**config.mk**
```make
export PLATFORM = sky130hd
export DESIGN_NAME = doc_uart_sender
export DESIGN_NICKNAME = d
export VERILOG_FILES = /design/src/rtl/doc_uart_sender.sv
export SDC_FILE = /design/constraint.sdc
export NUM_CORES = 1
export LEC_CHECK = 0
export ABC_AREA = 1
export BUFFER_PORTS_ARGS = -buffer_cell sky130_fd_sc_hd__buf_2
export CELL_PAD_IN_SITES_DETAIL_PLACEMENT = 1
export CELL_PAD_IN_SITES_GLOBAL_PLACEMENT = 2
export CORE_MARGIN = 8
export CORE_UTILIZATION = 29
export CTS_CLUSTER_DIAMETER = 150
export DETAILED_ROUTE_END_ITERATION = 8
export PLACE_DENSITY = 0.89
export SETUP_SLACK_MARGIN = 0.05
export SLEW_MARGIN = 20
export SYNTH_ARGS = -nofsm -noshare
export SYNTH_HDL_FRONTEND = slang
export SYNTH_SLANG_ARGS = --single-unit
```
**constraint.sdc**
```tcl
create_clock -name clk -period 1.5 [get_ports clk]
set_clock_uncertainty 0.1 [all_clocks]
set_input_delay 0.15 -clock clk [delete_from_list [all_inputs] [get_ports clk]]
set_output_delay 0.15 -clock clk [all_outputs]
set_load 0.02 [all_outputs]
```
**src/rtl/doc_uart_sender.sv**
```systemverilog
// doc_uart_sender: walks the ROWS x COLS text document through the shared
// read port, turns blank cells into spaces, optionally closes each row with
// CR/LF and hands every byte to the UART TX over a valid/ready handshake.
module doc_uart_sender #(
    parameter int COLS      = 20,
    parameter int ROWS      = 15,
    parameter bit EMIT_CRLF = 1'b1
) (
    input  logic       clk,
    input  logic       rst,        // asynchronous, active-low
    input  logic       start,
    input  logic       abort,
    input  logic       mem_busy,
    output logic       rd_en,
    output logic [8:0] rd_addr,
    input  logic [7:0] rd_data,
    output logic [7:0] tx_data,
    output logic       tx_valid,
    input  logic       tx_ready,
    output logic       busy,
    output logic       done
);

    localparam logic [4:0] LAST_COL = 5'(COLS - 1);
    localparam logic [3:0] LAST_ROW = 4'(ROWS - 1);

    localparam logic [7:0] CHR_SPACE = 8'h20;
    localparam logic [7:0] CHR_CR    = 8'h0D;
    localparam logic [7:0] CHR_LF    = 8'h0A;

    typedef enum logic [2:0] {
        S_IDLE,
        S_FETCH,
        S_SEND,
        S_CR,
        S_LF,
        S_DONE
    } state_e;

    state_e     state_q, state_d;
    logic [3:0] row_q, row_d;
    logic [4:0] col_q, col_d;
    logic [7:0] tx_data_q, tx_data_d;
    logic       row_end;

    // Next-state logic: cell sequencing, row wrap and abort override.
    always_comb begin
        // NOTE: every signal gets a default before the case so no path can
        // leave it unassigned, which would otherwise infer a latch.
        state_d   = state_q;
        row_d     = row_q;
        col_d     = col_q;
        tx_data_d = tx_data_q;
        row_end   = 1'b0;

        case (state_q)
            S_IDLE: begin
                if (start) begin
                    row_d   = '0;
                    col_d   = '0;
                    state_d = S_FETCH;
                end
            end
            S_FETCH: begin
                // The editor owns the port while mem_busy is high; rd_data is
                // not ours to sample, so wait here with the request held.
                if (!mem_busy) begin
                    tx_data_d = (rd_data == 8'h00) ? CHR_SPACE : rd_data;
                    state_d   = S_SEND;
                end
            end
            S_SEND: begin
                if (tx_ready) begin
                    if (col_q != LAST_COL) begin
                        col_d   = col_q + 5'd1;
                        state_d = S_FETCH;
                    end else if (EMIT_CRLF) begin
                        tx_data_d = CHR_CR;
                        state_d   = S_CR;
                    end else begin
                        row_end = 1'b1;
                    end
                end
            end
            S_CR: begin
                if (tx_ready) begin
                    tx_data_d = CHR_LF;
                    state_d   = S_LF;
                end
            end
            S_LF: begin
                if (tx_ready) begin
                    row_end = 1'b1;
                end
            end
            S_DONE: begin
                state_d = S_IDLE;
            end
            default: begin
                state_d = S_IDLE;
            end
        endcase

        if (row_end) begin
            if (row_q == LAST_ROW) begin
                state_d = S_DONE;
            end else begin
                row_d   = row_q + 4'd1;
                col_d   = '0;
                state_d = S_FETCH;
            end
        end

        // Abort wins over everything, including a byte accepted this cycle.
        if (abort && (state_q != S_IDLE)) begin
            state_d = S_IDLE;
            row_d   = '0;
            col_d   = '0;
        end
    end

    // State and datapath registers.
    always_ff @(posedge clk or negedge rst) begin
        if (!rst) begin
            state_q   <= S_IDLE;
            row_q     <= '0;
            col_q     <= '0;
            tx_data_q <= '0;
        end else begin
            // NOTE: sequential state uses non-blocking assignments so every
            // register samples the pre-edge values of its neighbours.
            state_q   <= state_d;
            row_q     <= row_d;
            col_q     <= col_d;
            tx_data_q <= tx_data_d;
        end
    end

    assign rd_en    = (state_q == S_FETCH);
    assign rd_addr  = {row_q, col_q};
    assign tx_data  = tx_data_q;
    assign tx_valid = (state_q == S_SEND) || (state_q == S_CR) || (state_q == S_LF);
    assign busy     = (state_q != S_IDLE);
    assign done     = (state_q == S_DONE);

endmodule

```
# After elaboration in Yosys (flattened, before gate mapping)
# Cells that the tools add are included.
# totals
out_inout_bits	21
memories	0
latch_bits	0
word_cells	60
mem_bits_rw	0
romBits	0
ff_bits	20
# op_classes
multipliers	0
n_lt_le_gt_ge	0
n_addsub	2
n_eq_ne	16
reduce_logical	9
n_div	0
n_shift	0
n_mux	29
bitwise	0
# ops
operator	n
$mux W8	5
$mux W5	6
$pmux W8 S3	1
$mux W3	7
$mux W4	5
$pmux W3 S5	1
$ne A4 B4 Y1 const B	3
$pmux W5 S2	1
$reduce_and A5 Y1	2
$logic_not A8 Y1	1
$ne A2 B2 Y1 const B	4
$eq A3 B2 Y1 const B	2
$eq A3 B3 Y1 const B	2
$reduce_bool A3 Y1	2
$add A5 B1 Y5 const B	1
$ne A5 B5 Y1 const B	1
$add A4 B1 Y4 const B	1
$eq A4 B4 Y1 const B	1
$ne A4 B2 Y1 const B	1
$eq A3 B1 Y1 const B	1
$logic_not A3 Y1	1
$ne A3 B3 Y1 const B	1
$logic_or A1 B1 Y1	2
$mux W1	2
other kinds (2)	2

# Logic depth before layout (Yosys ltp)
# depth
depth_word	7
ltp_mapped	9
ltp_nobuf	9

# Worst setup path after synthesis
# No wires, ideal clock.
# synth_path
kind	flip-flop to flip-flop
startpoint	register row_q[0]
endpoint	register col_q[3]
path_buffers	0
stages_incl_launch_ff	9
path_slack_ns	0.003
arrival_time_ns	1.273
path_cell_list	dfrtp_1 > inv_1 > ha_1 > nand3_1 > nand4_2 > nand2_4 > inv_2 > nand2_1 > a21oi_2
# synth_via
elab_chain_len	4
# synth_lines
element	line	rtl
start, declared	41	logic [3:0] row_q, row_d;
start signal, assigned	133	row_q <= row_d;
$eq A4 B4 Y1	105	if (row_q == LAST_ROW) begin
$mux W5	105	
$mux W5	104	if (row_end) begin
$mux W5	115	if (abort && (state_q != S_IDLE)) begin
named net col_d[3]	42	logic [4:0] col_q, col_d;
end signal, assigned	134	col_q <= col_d;
end, declared	42	
# The timed path passes the listed nets, and every way through them passes these cells.
# A chain may end at the register's enable or synchronous reset.

# Worst setup path in the final report
# layout_path
startpoint	register state_q[1]
endpoint	output port tx_valid
# layout_via
elab_chain_len	3
# layout_lines
element	line	rtl
start, declared	40	state_e state_q, state_d;
start signal, assigned	132	state_q <= state_d;
$eq A3 B2 Y1	142	assign tx_valid = (state_q == S_SEND) || (state_q == S_CR) || (state_q == S_LF);
$logic_or A1 B1 Y1	142	
$logic_or A1 B1 Y1 *	142	
end, declared	18	output logic tx_valid,
# Every way passes the cells marked *; elsewhere a longest branch is shown, timed or not.

==> flow_summary.toml <==
[sta]
setup_ws_ns = -0.0146
slew_viol_final = 0
fin_hold_ws_ns = 0.101
slew_headroom_pct = 68.1
final-setup-viol-count = 4
worstMarginPinSlew_ns = 0.478
finalCriticalPeriod_ns = 1.51
rsz0062_at_grt = "yes"
final.period_utilization_pct = 101
hold_viol = 0
fmaxAchievable_mhz = 660

[worst_setup_path]
max_stage_delay_ns = 0.46
cp_max_fo = 5
crit_top_cell = "nand2_2"
worstSetupEndpointType = "primary output"
path_buf_inv = 1
required_ns = 1.25
worstPathCellList = "nor2_4 -> nand2_2 -> nand2_2 -> buf_6"
worst-setup-path-type = "reg -> out"
cp.arrival_ns = 1.26
cp-start-kind = "register"
slowest_stage = "dfrtp_2"
crit_family = "flip-flops"

[logic_synthesis]
synth_area_sq_um = 1410
synth_cell_types = 29
ys_seq_area_share_pct = 35.6
yosys_warnings = 0
synth_area_leader_cell = "dfrtp_1"
synth.area.top_cells = "dfrtp_1 36%, nand2_1 15%, nand3_1 6.8%"
syn_area_per_cell_sq_um = 7.33
ys_ff_latch = 20
synth_fp_nets = 209
synth_top_area_share_pct = 35.6
syn_inst = 192

[run_status]
status = "complete, but fails checks"
violations = "setup timing"

[global_routing]
antenna_found_initial = 0
grt_pass1_vias = 1587
grt_overflow_total = 0
grt_max_degree = 21
grt_pass1_wl_mm = 7.78
grt_usage_pct = 13.0

[drt]
routed_wl_mm = 4.90
drt_drc_violations_left = 0
vias = 1513
routed_via_density = 4.82
drtAntennaViolNets = 0
detail_route.wl_per_cell_um = 15.6
first_iter_violations = 62
drt_pass1_iterations = 4

[placed_design]
post-place-ws_ns = -0.0803
routabilityCongestion = 0.756
io_buffer_count = 34
hpwl_mm = 3.32

[clocking]
cts_tree = "done"
cts-root-buf = "clkbuf_8"
cts_made_buffers = 3
clockBufferDepth = 2
htreeDepth = 1
clk_latency_ns = 0.26
path_clk_slew_ns = 0.08
clkSinkCount = 20

[final_layout]
area_growth_pct = 55.6
antennaDiodeCount = 0
final_nets = 278
drive_above_1_share_pct = 50.8

[die]
die_x_um = 85.7
core.rowCount = 25
start_util_pct = 30.0
io_pins = 35
die_h_um = 85.7
core_area_sq_um = 4690
dieArea_sq_um = 7340

[power_and_ir_drop]
totalPowerFinal_uw = 4000
peakVddDrop_v = 0.000756
power.density_nw_per_um2 = 1830
p_leak_uw = 0.00111

[hold_path]
min_path_type = "in -> reg"

[flow_run]
cap_violations = 0
[cell usage after synthesis, drive strengths merged]
library cell / n
nand3b: 1
inv: 22
or2: 2
nand2: 67
xor2: 1
dfrtp: 20
o21ai: 15
buf: 2
a21oi: 8
nor3b: 1
ha: 3
nor2: 25
nand3: 21
nand4: 2
o21bai: 2
[cells in the final DEF (no fill, tap or decap), drive strengths merged]
master       instances
nand3               22
or2                  2
inv                 23
bufinv               1
dlygate4sd3          1
a21oi                8
nand3b               1
buf                 63
ha                   3
xor2                 1
nand2               67
clkbuf               3
o21bai               2
o21ai               15
nor2                25
dfrtp               20
nand4                2
nor3b                1
[cell type report]
class                      count  area (sq um)
tap                           54          67.6
clock inverter                 1          30.0
multi-input combinational    149           990
clock buffer                   3          41.3
sequential                    20           508
timing repair buffer          64           455
fill                         586          2500
timing repair inverter         1          3.75
inverter                      22          95.1
[timing repair]
item,CTS,global route
hold buffers,1,0
gates cloned,2,0
hold endpoints to repair,20,0
endpoints found under the setup margin,23,24
gates resized for setup,24,37
buffers inserted,7,5
pin swaps,11,19
[cells by family (layout without fill, tap and decap cells)]
| family | count (synthesis) | count (layout) | synth area share (%) |
|---|---|---|---|
| AND/OR/NAND/NOR | 119 | 120 | 44.3 |
| AO/OA/AOI/OAI | 25 | 25 | 9.51 |
| flip-flops | 20 | 20 | 35.6 |
| adder cells (fa/ha/maj) | 3 | 3 | 2.67 |
| buffers and inverters | 24 | 91 | 7.38 |
| XOR/XNOR | 1 | 1 | 0.622 |
[flip-flops by register name, indices dropped and copies added, names as in the netlist]
| name | cells |
|---|---|
| state_q | 3 |
| row_q | 4 |
| tx_data | 8 |
| col_q | 5 |
[worst register-to-register path, cell delays in order, from the launching register on]
cell and delay [ns]:
dfrtp_2 0.44, buf_6 0.15, buf_12 0.13, nor2_4 0.19, nand2_4 0.11, inv_8 0.09
nor2_8 0.06, nand2_1 0.07, nand2_1 0.05
[report_power, final]
group	switching, uW	internal, uW	leakage [uW]
sequential	128	718	0.000254
clock	205	357	0.0000357
combinational	1550	1040	0.000824
[worst paths after layout]
check / start / to / slack [ns] / depth (start not counted)
worst max register to register: state_q[0] / tx_data[1] / -0.01 / 8
worst max-delay path: state_q[1] / tx_valid / -0.01 / 4
worst min register to register: tx_data[4] / tx_data[4] / 0.40 / 2
min in group asynchronous: rst / tx_data[1] / 0.27 / 2
max in group asynchronous: rst / row_q[0] / 0.68 / 2
worst min-delay path: rd_data[6] / tx_data[6] / 0.10 / 5
[metal layers]
metal | track usage, % | share of wire [%] | wire length (um)
met1 | 16.4 | 46 | 2250
met2 | 22.0 | 50 | 2440
met3 | 2.29 | 3.5 | 170
met4 | 3.82 | 0.78 | 38
met5 | 0 | 0 | 0
[through the flow]
| stage | instance area (sq um) | instances | util (%) | TNS, ns |
|---|---|---|---|---|
| 2_1_floorplan | 1420 | 192 | - | 0 |
| 5_1_grt | 2190 | 314 | 46.7 | -0.819 |
| 3_3_place_gp | 1760 | 295 | 37.6 | -0.194 |
| 3_5_place_dp | 1760 | 295 | 37.6 | -0.686 |
| 4_1_cts | 2010 | 309 | 42.7 | -0.0160 |
| 6_report | 2190 | 314 | 46.7 | -0.0287 |
Note: power is estimated with default switching activity, not from simulation.
